File: config.mk
export PLATFORM = sky130hd
export DESIGN_NAME = issue_stage_flat
export DESIGN_NICKNAME = d
export VERILOG_FILES = /design/src/rtl/issue_stage_if.sv /design/src/rtl/issue_stage.sv /design/src/flat_wrapper.sv
export SDC_FILE = /design/constraint.sdc
export NUM_CORES = 1
export LEC_CHECK = 0
export CAP_MARGIN = 20
export CORE_ASPECT_RATIO = 0.9
export CORE_MARGIN = 4
export CORE_UTILIZATION = 53
export CTS_BUF_LIST = sky130_fd_sc_hd__clkbuf_8
export CTS_CLUSTER_DIAMETER = 80
export DETAILED_ROUTE_END_ITERATION = 8
export PLACE_DENSITY_LB_ADDON = 0.1
export SYNTH_ARGS = -nofsm -noshare
export SYNTH_HDL_FRONTEND = slang
export SYNTH_SLANG_ARGS = --single-unit
File: constraint.sdc
create_clock -name clock -period 23.2 [get_ports clock]
set_clock_uncertainty 0.2 [all_clocks]
set_input_delay 3.48 -clock clock [delete_from_list [all_inputs] [get_ports clock]]
set_output_delay 3.48 -clock clock [all_outputs]
set_load 0.01 [all_outputs]
File: src/rtl/issue_stage_if.sv
// rtl/issue_stage_if.sv - lane-group bus (valid/type/payload per lane, stop back-pressure)
interface issue_stage_if #(
  parameter int W         = 2,
  parameter int PAYLOAD_W = 128
);
  logic [W-1:0]           valid;
  logic [3*W-1:0]         st_type;
  logic [PAYLOAD_W*W-1:0] payload;
  logic                   stop;

  // Downstream of the issue stage has no back-pressure, so the producer side carries no stop.
  modport master (output valid, st_type, payload);
  modport slave  (input valid, st_type, payload, output stop);
endinterface

File: src/rtl/issue_stage.sv
// rtl/issue_stage.sv - W-lane in-order credit-based issue stage with partial issue
// Optional statistics counters enabled by defining ISSUE_STATS_EN.
module issue_stage #(
  parameter int ISSUE_WIDTH = 2,
  parameter int PAYLOAD_W   = 128,
  parameter int ALU_DEPTH   = 8,
  parameter int BR_DEPTH    = 4,
  parameter int LS_DEPTH    = 8,
  parameter int MD_DEPTH    = 4,
  parameter int ROB_DEPTH   = 32
) (
  input  logic                               clock,
  input  logic                               reset,
  input  logic                               flush,
  issue_stage_if.slave                       in_bus,
  issue_stage_if.master                      out_bus,
  input  logic [$clog2(ISSUE_WIDTH+1)-1:0]   ret_alu,
  input  logic [$clog2(ISSUE_WIDTH+1)-1:0]   ret_br,
  input  logic [$clog2(ISSUE_WIDTH+1)-1:0]   ret_ls,
  input  logic [$clog2(ISSUE_WIDTH+1)-1:0]   ret_md,
  input  logic [$clog2(ISSUE_WIDTH+1)-1:0]   ret_rob,
  output logic [31:0]                        stat_stall,
  output logic [31:0]                        stat_issued
);
  localparam int W  = ISSUE_WIDTH;
  localparam int CW = 16;

  typedef logic [CW-1:0] cred_t;

  function automatic cred_t depth_of(input int k);
    case (k)
      0:       return cred_t'(ALU_DEPTH);
      1:       return cred_t'(BR_DEPTH);
      2:       return cred_t'(LS_DEPTH);
      3:       return cred_t'(ROB_DEPTH);
      default: return cred_t'(MD_DEPTH);
    endcase
  endfunction

  // Credit slots follow the station-type encoding; slot 3 (RB) holds the ROB credit.
  cred_t                  credit    [5];
  cred_t                  used      [5];
  cred_t                  ret       [5];
  cred_t                  cred_next [5];
  logic  [4:0]            over;
  logic  [W-1:0]          hold_valid;
  logic  [3*W-1:0]        hold_st;
  logic  [PAYLOAD_W*W-1:0] hold_payload;
  logic  [W-1:0]          issuable;
  logic                   stop;

  assign in_bus.stop = stop;

  always_comb begin
    logic [2:0] st;
    logic [2:0] sidx;
    logic       has_st;
    logic       ok;
    for (int k = 0; k < 5; k++) used[k] = '0;
    issuable = '0;
    ok = 1'b1;
    for (int i = 0; i < W; i++) begin
      st     = hold_st[3*i +: 3];
      has_st = (st == 3'd0) || (st == 3'd1) || (st == 3'd2) || (st == 3'd4);
      sidx   = has_st ? st : 3'd3;
      ok     = ok && (!hold_valid[i] ||
                      ((credit[3] > used[3]) && (credit[sidx] > used[sidx])));
      issuable[i] = ok;
      if (ok && hold_valid[i]) begin
        used[3] = used[3] + cred_t'(1);
        if (has_st) used[sidx] = used[sidx] + cred_t'(1);
      end
    end
  end

  assign stop = |(hold_valid & ~issuable);

  always_comb begin
    logic [CW:0] sum;
    ret[0] = cred_t'(ret_alu);
    ret[1] = cred_t'(ret_br);
    ret[2] = cred_t'(ret_ls);
    ret[3] = cred_t'(ret_rob);
    ret[4] = cred_t'(ret_md);
    over   = '0;
    for (int k = 0; k < 5; k++) begin
      sum          = {1'b0, credit[k]} - {1'b0, used[k]} + {1'b0, ret[k]};
      over[k]      = sum > {1'b0, depth_of(k)};
      cred_next[k] = over[k] ? depth_of(k) : sum[CW-1:0];
    end
  end

  always_ff @(posedge clock or posedge reset) begin
    if (reset) begin
      hold_valid      <= '0;
      hold_st         <= '0;
      hold_payload    <= '0;
      out_bus.valid   <= '0;
      out_bus.st_type <= '0;
      out_bus.payload <= '0;
      for (int k = 0; k < 5; k++) credit[k] <= depth_of(k);
    end else if (flush) begin
      hold_valid    <= '0;
      out_bus.valid <= '0;
      for (int k = 0; k < 5; k++) credit[k] <= depth_of(k);
    end else begin
      out_bus.valid   <= hold_valid & issuable;
      out_bus.st_type <= hold_st;
      out_bus.payload <= hold_payload;
      for (int k = 0; k < 5; k++) credit[k] <= cred_next[k];
      if (!stop) begin
        hold_valid   <= in_bus.valid;
        hold_st      <= in_bus.st_type;
        hold_payload <= in_bus.payload;
      end else begin
        hold_valid <= hold_valid & ~issuable;
      end
    end
  end

  // Returning more entries than a station holds is an upstream protocol error.
  credit_overflow: assert property (@(posedge clock) disable iff (reset)
    !flush |-> (over == 5'd0));

`ifdef ISSUE_STATS_EN
  always_ff @(posedge clock or posedge reset) begin
    if (reset) begin
      stat_stall  <= '0;
      stat_issued <= '0;
    end else if (flush) begin
      stat_stall  <= '0;
      stat_issued <= '0;
    end else begin
      stat_stall  <= stat_stall + {31'd0, stop};
      stat_issued <= stat_issued + 32'($countones(out_bus.valid));
    end
  end
`else
  assign stat_stall  = '0;
  assign stat_issued = '0;
`endif

endmodule
File: src/flat_wrapper.sv
// flat-port wrapper written by rule: the top's interface ports become plain ports
module issue_stage_flat 
#(
  parameter int ISSUE_WIDTH = 2,
  parameter int PAYLOAD_W   = 128,
  parameter int ALU_DEPTH   = 8,
  parameter int BR_DEPTH    = 4,
  parameter int LS_DEPTH    = 8,
  parameter int MD_DEPTH    = 4,
  parameter int ROB_DEPTH   = 32
)
  (clock, reset, flush, ret_alu, ret_br, ret_ls, ret_md, ret_rob, stat_stall, stat_issued, in_bus_valid, in_bus_st_type, in_bus_payload, in_bus_stop, out_bus_valid, out_bus_st_type, out_bus_payload);
  issue_stage_if #(.PAYLOAD_W(PAYLOAD_W)) in_bus_i ();
  issue_stage_if #(.PAYLOAD_W(PAYLOAD_W)) out_bus_i ();
  input  logic clock;
  input  logic reset;
  input  logic flush;
  input  logic [$clog2(ISSUE_WIDTH+1)-1:0] ret_alu;
  input  logic [$clog2(ISSUE_WIDTH+1)-1:0] ret_br;
  input  logic [$clog2(ISSUE_WIDTH+1)-1:0] ret_ls;
  input  logic [$clog2(ISSUE_WIDTH+1)-1:0] ret_md;
  input  logic [$clog2(ISSUE_WIDTH+1)-1:0] ret_rob;
  output logic [31:0] stat_stall;
  output logic [31:0] stat_issued;
  input wire logic [$bits(in_bus_i.valid)-1:0] in_bus_valid;
  input wire logic [$bits(in_bus_i.st_type)-1:0] in_bus_st_type;
  input wire logic [$bits(in_bus_i.payload)-1:0] in_bus_payload;
  output wire logic [$bits(in_bus_i.stop)-1:0] in_bus_stop;
  output wire logic [$bits(out_bus_i.valid)-1:0] out_bus_valid;
  output wire logic [$bits(out_bus_i.st_type)-1:0] out_bus_st_type;
  output wire logic [$bits(out_bus_i.payload)-1:0] out_bus_payload;
  assign in_bus_i.valid = in_bus_valid;
  assign in_bus_i.st_type = in_bus_st_type;
  assign in_bus_i.payload = in_bus_payload;
  assign in_bus_stop = in_bus_i.stop;
  assign out_bus_valid = out_bus_i.valid;
  assign out_bus_st_type = out_bus_i.st_type;
  assign out_bus_payload = out_bus_i.payload;
  issue_stage #(.ISSUE_WIDTH(ISSUE_WIDTH), .PAYLOAD_W(PAYLOAD_W), .ALU_DEPTH(ALU_DEPTH), .BR_DEPTH(BR_DEPTH), .LS_DEPTH(LS_DEPTH), .MD_DEPTH(MD_DEPTH), .ROB_DEPTH(ROB_DEPTH)) u_core (.clock(clock), .reset(reset), .flush(flush), .in_bus(in_bus_i), .out_bus(out_bus_i), .ret_alu(ret_alu), .ret_br(ret_br), .ret_ls(ret_ls), .ret_md(ret_md), .ret_rob(ret_rob), .stat_stall(stat_stall), .stat_issued(stat_issued));
endmodule
==> metrics.md <==
| Metric | Value |
|---|---|
| Status | finished, final reports clean |
| EDFF count, synth | 0 |
| Post-DP HPWL | 58,770 microns |
| Worst slew margin | 0.1047 |
| CP peak stage delay | 0.62 ns |
| Initial core utilization | 0.5352 |
| Synth area leader | dfrtp_1 |
| Total wire length | 79,450 microns |
| Largest net degree at the start of global routing | 185 |
| Max Buffers Root-to-Sink | 3 |
| Io pins | 606 |
| WP data required | 19.52 ns |
| Core area | 0.05305 sq mm |
| Vias/cell | 5.516 |
| Num CTS Buffers | 98 |
| Post-layout min period | 9.003 ns |
| GRT overflow | 0 |
| Hold_ws | 0.2812 ns |
| Tightest Pin Transition | 1.343 ns |
| Post-synthesis cell type count | 82 |
| CTS H-tree depth | 3 |
| Die area | 0.05735 sq mm |
| Worst setup EP type | output port |
| Critical path arrival | 5.32 ns |
| Synth Cell Area | 0.02839 sq mm |
| Detailed Route Iter0 Violations | 1,246 |
| Clock transition at path regs | 0.06 ns |
| Fmax | 0.1111 GHz |
| Min-Delay Path Class | reg2reg |
| Final setup vio count | 0 |
| RSZ-0062 raised after global routing | false |
| Initial DRT Pass Iterations | 5 |
| Synthesis-to-layout area growth | 28.39% |
| Worst Path Max Fanout | 21 |
| PwrDens | 78.12 mW/mm^2 |
| Worst hold start | u_core.hold_payload[64]$_DFFE_PP0P_ |
| Family with the most delay on the worst path | compound AO/OA/AOI/OAI gates |
| # placed instances | 3,429 |
| Worst path cell trace | or4_1, o41ai_1, a32oi_1, o21a_1, o21ai_1, inv_1, ha_1, nor2b_1, o41ai_1, a21boi_0, o21ai_0, a2bb2oi_1, nand2b_1, clkdlybuf4s50_1 |
| Vias in the first global route | 20.84k |
| Seq/Total Area, Yosys | 0.5360 |
| Initial antenna violation count | 20 |
| DR WL/cell | 22.01 microns |
| DRC violations left | 0 |
| Gp weighted congestion | 0.8940 |
| Slowest CP cell | or4_1 |
| Die width | 252.0 microns |
| Top post-synthesis cells by area | dfrtp_1 53%, mux2_2 20%, ha_1 4.8% |
| Placement Setup Slack | 14.95 ns |
| Yosys warns | 0 |
| Port Buffer Count | 541 |
| Mean Syn Cell Area | 12.92 sq um |
| CTS Sinks | 608 |
| Post-CTS Resized | 0 |
| Total track usage | 0.2692 |
| Root Buffer | clkbuf_8 |
| Fin. max-slew vios | 0 |
| Top cell type's share of synthesized area | 0.5314 |
| Synth Flop Type | dfrtp_1 |
| Fin nets | 3,229 |
| Final Instance Count excl. Fillers | 3,610 |
| Post-route setup slack | 14.20 ns |
| P_leak | 0.01583 uW |
| First-pass GRT wire length | 120,600 microns |
| Row count | 80 |
| Cells after synthesis | 2,197 |
| Reg2reg start | u_core.hold_st[1]$_DFFE_PP0P_ |
| ANT nets after route | 0 |
| Peak VDD IR | 0.06455 mV |
| CP most frequent cell | o41ai_1 |
| Worst setup SP type | flip-flop |
| Period utilization | 0.3880 |
| Share of layout cells above drive strength 1 | 0.2386 |
| Critical path class | reg2out |
| Critical path buffer and inverter count | 2 |
| Clock latency at the later pin of the worst-skew pair | 0.69 ns |
| Hold-fix buffers at CTS | 0 |
| Die Y | 227.6 microns |
| Final Hold Fails | 0 |
| Crit path from | u_core.hold_st[1]$_DFFE_PP0P_ |
| Ys async rst share | 1.000 |
| Number of synthesized register bits | 608 |
| Post-CTS Setup Bufs | 0 |
| TritonCTS clock tree | yes |
| Setup_tns | 0 ns |
| Vias | 19.91k |
| Max_cap viols | 0 |
## layout make-up
| class | count | area [sq um] |
|---|---|---|
| antenna | 13 | 32.53 |
| inverter | 115 | 439.2 |
| timing repair buffer | 553 | 5568 |
| fill | 3906 | 16600 |
| multi-input combinational | 1457 | 12350 |
| clock inverter | 36 | 171.4 |
| clock buffer | 131 | 1803 |
| tap | 697 | 872.1 |
| sequential | 608 | 15220 |
## where the power goes
group / switching (uW) / total, uW / internal, uW / leakage, uW
registers: 83.9 / 1280 / 1200 / 0.00715
clock network: 418 / 919 / 501 / 0.00112
logic: 293 / 645 / 352 / 0.00757
## stage by stage
step / area, sq um / util / total power [uW]
global route: 36450 / 0.6870 / 2984
finish: 36460 / 0.6872 / 2848
detailed placement: 34420 / 0.6488 / 1943
global placement: 34420 / 0.6488 / 1922
floorplan: 28880 / - / 1628
CTS: 36390 / 0.6860 / 2877
## final timing paths
path / end / slack, ns / cells after the start
worst max-delay path: in_bus_stop / 14.20 / 14
worst min-delay path: u_core.hold_payload[64]$_DFFE_PP0P_ / 0.28 / 1
worst max register to register: u_core.credit[65]$_DFF_PP0_ / 15.11 / 26
worst min register to register: u_core.hold_payload[64]$_DFFE_PP0P_ / 0.28 / 1
max in group asynchronous: u_core.out_bus.payload[123]$_DFFE_PP0N_ / 18.10 / 3
min in group asynchronous: u_core.hold_payload[234]$_DFFE_PP0P_ / 3.11 / 2
## cells in the final DEF (no fill, tap or decap), types with 50 or more instances in the layout
cell	instances
o21ai_0	50
clkbuf_8	131
conb_1	132
mux2_2	507
a21oi_1	71
nor2_1	73
ha_1	109
clkdlybuf4s50_1	540
dfrtp_1	603
inv_1	139
## per-layer routing
layer / routed length, microns / up-vias / GRT usage
li1: - / 9033 / -
met1: 31900 / 10068 / 0.3381
met2: 38600 / 645 / 0.4412
met3: 6478 / 148 / 0.09561
met4: 2356 / 18 / 0.08737
met5: 108 / - / 0
## cells by family (layout without fill, tap and decap cells)
logic type / count (synthesis) / after routing / share of synthesized area
and+or+nand+nor: 321 / 321 / 0.06182
other: 2 / 145 / 0.0002645
xor gates and xnor gates: 37 / 37 / 0.01141
adders and majority gates: 120 / 120 / 0.05543
buffers and inverters: 262 / 835 / 0.04644
AOI/OAI and AO/OA: 307 / 307 / 0.07517
DFF: 608 / 608 / 0.5360
muxes: 540 / 540 / 0.2134
## state kept, by name (all words and copies together) (netlist names)
| signal | count |
|---|---|
| u_core.hold_payload | 256 |
| u_core.out_bus.payload | 256 |
| u_core.credit | 80 |
| u_core.hold_st | 6 |
| u_core.out_bus.st_type | 6 |
| u_core.hold_valid | 2 |
| u_core.out_bus.valid | 2 |
## Yosys cell counts, types with 10 or more instances
cell type    n
dfrtp_1    603
mux2_2     507
inv_1      115
ha_1       109
buf_4       82
nor2_1      73
a21oi_1     71
o21ai_0     50
nand2_1     40
clkbuf_1    36
nor3_1      34
o21a_1      27
nor4_1      25
nand4_1     24
a21o_1      23
buf_2       22
nand3_1     21
xnor2_1     21
nand2b_1    18
a211oi_1    17
mux2i_1     17
mux2_1      16
o211ai_1    16
xor2_1      16
nor2b_1     15
and3_1      14
a211o_1     11
a31oi_1     11
fa_1        10
or4_1       10
Power figures use the tool's default switching activity.
